[src/rtl/ef_pkg.sv]
// ef_pkg: shared types, defaults and Gray helper for ef_updown_counter
package ef_pkg;
  typedef enum logic {DIR_DOWN = 1'b0, DIR_UP = 1'b1} dir_e;
  localparam int EF_DEFAULT_WIDTH = 2;
  function automatic logic [31:0] bin2gray(input logic [31:0] b);
    return b ^ (b >> 1);
  endfunction
endpackage

[src/rtl/ef_updown_counter_if.sv]
// ef_updown_counter_if: counter control/status bundle; EF_UPDOWN_GRAY_OUT_EN adds present_gray
interface ef_updown_counter_if import ef_pkg::*; #(parameter int WIDTH = EF_DEFAULT_WIDTH);
  logic en;
  logic up;
  logic load;
  logic [WIDTH-1:0] load_val;
  logic [WIDTH-1:0] present;
  logic [WIDTH-1:0] next;
  logic tc;
  logic wrap;
`ifdef EF_UPDOWN_GRAY_OUT_EN
  logic [WIDTH-1:0] present_gray;
  modport master (output en, up, load, load_val, input present, next, tc, wrap, present_gray);
  modport slave (input en, up, load, load_val, output present, next, tc, wrap, present_gray);
`else
  modport master (output en, up, load, load_val, input present, next, tc, wrap);
  modport slave (input en, up, load, load_val, output present, next, tc, wrap);
`endif
endinterface

[src/rtl/ef_next_logic.sv]
// ef_next_logic: combinational next-count and terminal-count for the up/down counter
module ef_next_logic import ef_pkg::*; #(
  parameter int WIDTH = EF_DEFAULT_WIDTH,
  parameter int MOD = 4,
  parameter int SATURATE = 0
) (
  input  logic [WIDTH-1:0] present,
  input  logic en,
  input  logic up,
  input  logic load,
  input  logic [WIDTH-1:0] load_val,
  output logic [WIDTH-1:0] next,
  output logic tc
);
  localparam logic [WIDTH-1:0] TOP = WIDTH'(MOD - 1);
  localparam logic [WIDTH-1:0] ONE = WIDTH'(1);
  localparam logic [WIDTH:0] MODX = (WIDTH + 1)'(MOD);
  localparam bit SAT = SATURATE != 0;
  logic at_top, at_bot, is_up, ld_ok;
  logic [WIDTH-1:0] step;
  always_comb begin
    is_up = dir_e'(up) == DIR_UP;
    at_top = present == TOP;
    at_bot = present == '0;
    ld_ok = {1'b0, load_val} < MODX;
    step = is_up ? (at_top ? (SAT ? TOP : '0) : present + ONE)
                 : (at_bot ? (SAT ? '0 : TOP) : present - ONE);
    next = load ? (ld_ok ? load_val : '0) : en ? step : present;
    tc = en & ~load & (is_up ? at_top : at_bot);
  end
endmodule

[src/rtl/ef_updown_counter.sv]
// ef_updown_counter: modulo up/down counter; EF_UPDOWN_GRAY_OUT_EN adds registered Gray output
module ef_updown_counter import ef_pkg::*; #(
  parameter int WIDTH = EF_DEFAULT_WIDTH,
  parameter int MOD = 4,
  parameter int SATURATE = 0
) (
  input logic clk,
  input logic reset,
  ef_updown_counter_if.slave bus
);
  if (WIDTH < 1 || MOD < 2 || 64'(MOD) > (64'd1 << WIDTH)) begin : g_bad_params
    $error("ef_updown_counter: need WIDTH>=1 and 2 <= MOD <= 2**WIDTH");
  end
  ef_next_logic #(.WIDTH(WIDTH), .MOD(MOD), .SATURATE(SATURATE)) u_next (
    .present(bus.present),
    .en(bus.en),
    .up(bus.up),
    .load(bus.load),
    .load_val(bus.load_val),
    .next(bus.next),
    .tc(bus.tc)
  );
  always_ff @(posedge clk or posedge reset)
    if (reset) begin
      bus.present <= '0;
      bus.wrap <= 1'b0;
    end else begin
      bus.present <= bus.next;
      bus.wrap <= bus.tc & (SATURATE == 0);
    end
`ifdef EF_UPDOWN_GRAY_OUT_EN
  always_ff @(posedge clk or posedge reset)
    if (reset) bus.present_gray <= '0;
    else bus.present_gray <= WIDTH'(bin2gray(32'(bus.next)));
`endif
endmodule

[src/flat_wrapper.sv]
// flat-port wrapper written by rule: the top's interface ports become plain ports
module ef_updown_counter_flat import ef_pkg::*;
#(
  parameter int WIDTH = EF_DEFAULT_WIDTH,
  parameter int MOD = 4,
  parameter int SATURATE = 0
)
  (clk, reset, bus_en, bus_up, bus_load, bus_load_val, bus_present, bus_next, bus_tc, bus_wrap);
  ef_updown_counter_if #(.WIDTH(WIDTH)) bus_i ();
  input logic clk;
  input logic reset;
  input wire logic [$bits(bus_i.en)-1:0] bus_en;
  input wire logic [$bits(bus_i.up)-1:0] bus_up;
  input wire logic [$bits(bus_i.load)-1:0] bus_load;
  input wire logic [$bits(bus_i.load_val)-1:0] bus_load_val;
  output wire logic [$bits(bus_i.present)-1:0] bus_present;
  output wire logic [$bits(bus_i.next)-1:0] bus_next;
  output wire logic [$bits(bus_i.tc)-1:0] bus_tc;
  output wire logic [$bits(bus_i.wrap)-1:0] bus_wrap;
  assign bus_i.en = bus_en;
  assign bus_i.up = bus_up;
  assign bus_i.load = bus_load;
  assign bus_i.load_val = bus_load_val;
  assign bus_present = bus_i.present;
  assign bus_next = bus_i.next;
  assign bus_tc = bus_i.tc;
  assign bus_wrap = bus_i.wrap;
  ef_updown_counter #(.WIDTH(WIDTH), .MOD(MOD), .SATURATE(SATURATE)) u_core (.clk(clk), .reset(reset), .bus(bus_i));
endmodule
[config.mk]
export PLATFORM = sky130hd
export DESIGN_NAME = ef_updown_counter_flat
export DESIGN_NICKNAME = d
export VERILOG_FILES = /design/src/rtl/ef_pkg.sv /design/src/rtl/ef_updown_counter_if.sv /design/src/rtl/ef_next_logic.sv /design/src/rtl/ef_updown_counter.sv /design/src/flat_wrapper.sv
export SDC_FILE = /design/constraint.sdc
export NUM_CORES = 1
export LEC_CHECK = 0
export CAP_MARGIN = 10
export CORE_AREA = 2 2 39 41
export CTS_CLUSTER_SIZE = 28
export DETAILED_ROUTE_END_ITERATION = 10
export DIE_AREA = 0 0 41 43
export GPL_ROUTABILITY_DRIVEN = 0
export PLACE_DENSITY = 0.45
export RECOVER_POWER = 25
export SYNTH_ARGS = -nofsm -noshare
export SYNTH_HDL_FRONTEND = slang
export SYNTH_HIERARCHICAL = 1
export SYNTH_SLANG_ARGS = --single-unit
[constraint.sdc]
create_clock -name clk -period 1.25 [get_ports clk]
set_clock_uncertainty 0.2 [all_clocks]
set_input_delay 0.125 -clock clk [delete_from_list [all_inputs] [get_ports clk]]
set_output_delay 0.125 -clock clk [all_outputs]
set_load 0.005 [all_outputs]
==> metrics.cfg <==
[logic_synthesis]
syn_inst=20
yosys_warnings=6
synth.distinct_cells=11
synth-xor-area-share=0.04698
synth_top_family_by_area=simple AND/OR/NAND/NOR gates
synth.ff_latch_count=3
ys_seq_area_frac=0.4027
synth_fa_ha_area_frac=0.1342
synth_mux_area_frac=0.05369
synthSimpleGateAreaFrac=0.1745
synth_compound_area_frac=0.1275
syn_area_per_cell_um2=9.321
synth_nets=29
syn_area_um2=186.4

[setup_path]
r2r-end=u_core/bus.present[0]
end_kind=output port
crit_type=flop to output port
reg2reg_depth=7
crit_fanout=2
worstPathRequired_ns=0.93
rrSetupSlack_ns=-0.38
worstReg2RegStart=u_core/bus.present[1]
startpoint_type=flop
worst_ep_arrival_time_ns=1.55

[global_routing]
overflow=0
grt_pass1_vias=218
grt_max_degree=6
grt_antenna_before_repair=0
grt_usage=0.07300
grt_pass1_wl_um=821

[timing]
period_minus_slack_ns=1.879
setup_viol=7
final_max_slew_viol_count=0
clock.fmax_mhz=532.3
rsz0062_at_grt=yes
fin_ws_ns=-0.6286
relSlewSlack=0.8954
period_share=1.503
worst_slew_pin_slew_ns=0.1525
finalHoldViolations=0
whs_ns=0.3850

[final_layout]
fill_cells=157
nNetsFinal=56
synthToLayoutAreaGrowth_pct=140.3
regArea_um2=75.07
multi_input_area_um2=126.4
n_antenna_cell=0
drive_above_1_share=0.4783

[floorplanning]
fp.coreArea_mm2=0.001384
die_area_mm2=0.001763
pin_count=13
rows=14
die_x_um=41
initial_utilization=0.1347
die_h_um=43

[drt]
drt_pass1_iterations=1
wl_per_cell_um=8.887
drtAntennaViolNets=0
wirelength_um=551
num_vias=225
drc=0
vias_per_cell=3.629
drtIter0Drc=0

[clock_tree]
clkSlewWorstSetupHoldPaths_ns=0.03
cts_made_buffers=3
cts_tree=done
cts_root_buf=clkbuf_4
htree_levels=1
cts_sinks=3
cts.path.max_buffers=2
clk_latency_ns=0.23

[power_and_ir_drop]
p_leak_nw=0.2211
comb_power_share=0.408
seqPwrFrac=0.239
peakVddDrop_mv=0.2588
p_per_area_mw_per_mm2=1078
p_int_uw=353.0
switching_power_uw=130.0
p_sw_frac=0.2691
power.share.clock=0.353

[placed_design]
dp_slack_ns=-0.7249
hpwl_um=454.7
io_buffer_count=12

[worst_hold_path]
holdCritPathClass=input port to flop
hold_end=u_core/bus.present[1]
hold_path_depth=4
min_from=bus_load_val[1]

[job]
drv_cap=0

[run_status]
outcome=finished, violations left
violations=setup timing

worst max-delay path: stages, from the launching register on:
cell	delay (ns)
dfrtp_1	0.36
buf_4	0.13
buf_6	0.08
ha_2	0.14
nand2_1	0.06
and3_1	0.14
o31a_1	0.28
buf_2	0.13
state kept, by name, summed over array words and instances, names as in the netlist:
register	flops
u_core/bus.present	2
u_core/bus.wrap	1
final cells by class:
type / instances / share of cell area
flip-flops and latches: 3 / 0.1676
well taps: 16 / 0.04469
multi-input cells: 14 / 0.2821
inverters: 3 / 0.03073
clock buffers: 4 / 0.05866
repair buffers: 22 / 0.4162
cells in the mapped netlist:
cell	count	area (µm²)
dfrtp_1	3	75.07
inv_1	3	11.26
nand2b_1	3	18.77
a21oi_1	2	10.01
ha_1	2	25.02
nand2_1	2	7.510
and3_1	1	6.260
mux2i_1	1	10.01
o21ai_0	1	5.000
o31a_1	1	8.760
xnor2_1	1	8.760
logic make-up (layout without fill, tap and decap cells):
family	after synthesis	in the layout
and+or+nand+nor	6	6
AOI/OAI and AO/OA	4	4
DFF	3	3
buffers and inverters	3	29
adders and majority gates	2	2
xor gates and xnor gates	1	1
muxes	1	1
routing by layer:
| layer | global-route usage | up-vias | share of wire |
|---|---|---|---|
| met2 | 0.1094 | 9 | 0.47 |
| met4 | 0.08000 | 0 | 0 |
| met3 | 0.005236 | 0 | 0.093 |
| met1 | 0.07937 | 99 | 0.43 |
| li1 | - | 117 | - |
| met5 | 0 | - | 0 |
power groups by stage:
stage / Combinational [mW] / Sequential, mW / Clock (mW)
floorplan: 0.0587 / 0.119 / 0
global placement: 0.161 / 0.118 / 0
detailed placement: 0.163 / 0.118 / 0
CTS: 0.192 / 0.118 / 0.180
global route: 0.221 / 0.117 / 0.180
finish: 0.197 / 0.116 / 0.171
repair_timing:
item,in CTS,in global routing
pin swaps,5,3
endpoints found under the setup margin,9,8
gates resized for setup,23,1
buffers inserted,4,1
hold buffers,1,0
endpoints found under the hold margin,3,0
how the worst max path moves through the flow:
stage | from | end | slack [ns]
6_report | u_core/bus.present[1] | bus_next[0] | -0.63
5_1_grt | u_core/bus.present[1] | bus_next[1] | -0.71
4_1_cts | u_core/bus.present[1] | bus_next[1] | -0.62
3_5_place_dp | u_core/bus.present[1] | bus_next[1] | -0.72
3_3_place_gp | u_core/bus.present[1] | bus_next[1] | -0.68
2_1_floorplan | u_core/bus.present[1] | bus_next[1] | -0.14
layout by cell type (no fill, tap or decap), drive strengths merged, types with 2 or more instances in the layout:
cell | Yosys | layout
dlygate4sd2 | 0 | 2
nand2b | 3 | 3
clkbuf | 0 | 5
nand2 | 2 | 2
inv | 3 | 3
clkdlybuf4s50 | 0 | 5
ha | 2 | 2
a21oi | 2 | 2
dfrtp | 3 | 3
dlygate4sd3 | 0 | 2
buf | 0 | 12
metrics by stage:
step / area (µm²) / cells / util / setup TNS [ns] / total power, mW
after floorplan: 198.9 / 20 / - / -0.4148 / 0.1779
after global placement: 376.6 / 53 / 0.2722 / -2.602 / 0.2788
after detailed placement: 376.6 / 53 / 0.2722 / -2.640 / 0.2813
after CTS: 445.4 / 61 / 0.3219 / -2.556 / 0.4902
after global routing: 447.9 / 62 / 0.3237 / -3.063 / 0.5179
final: 447.9 / 62 / 0.3237 / -2.622 / 0.4830
No activity file was read; power rests on OpenSTA's default activity.
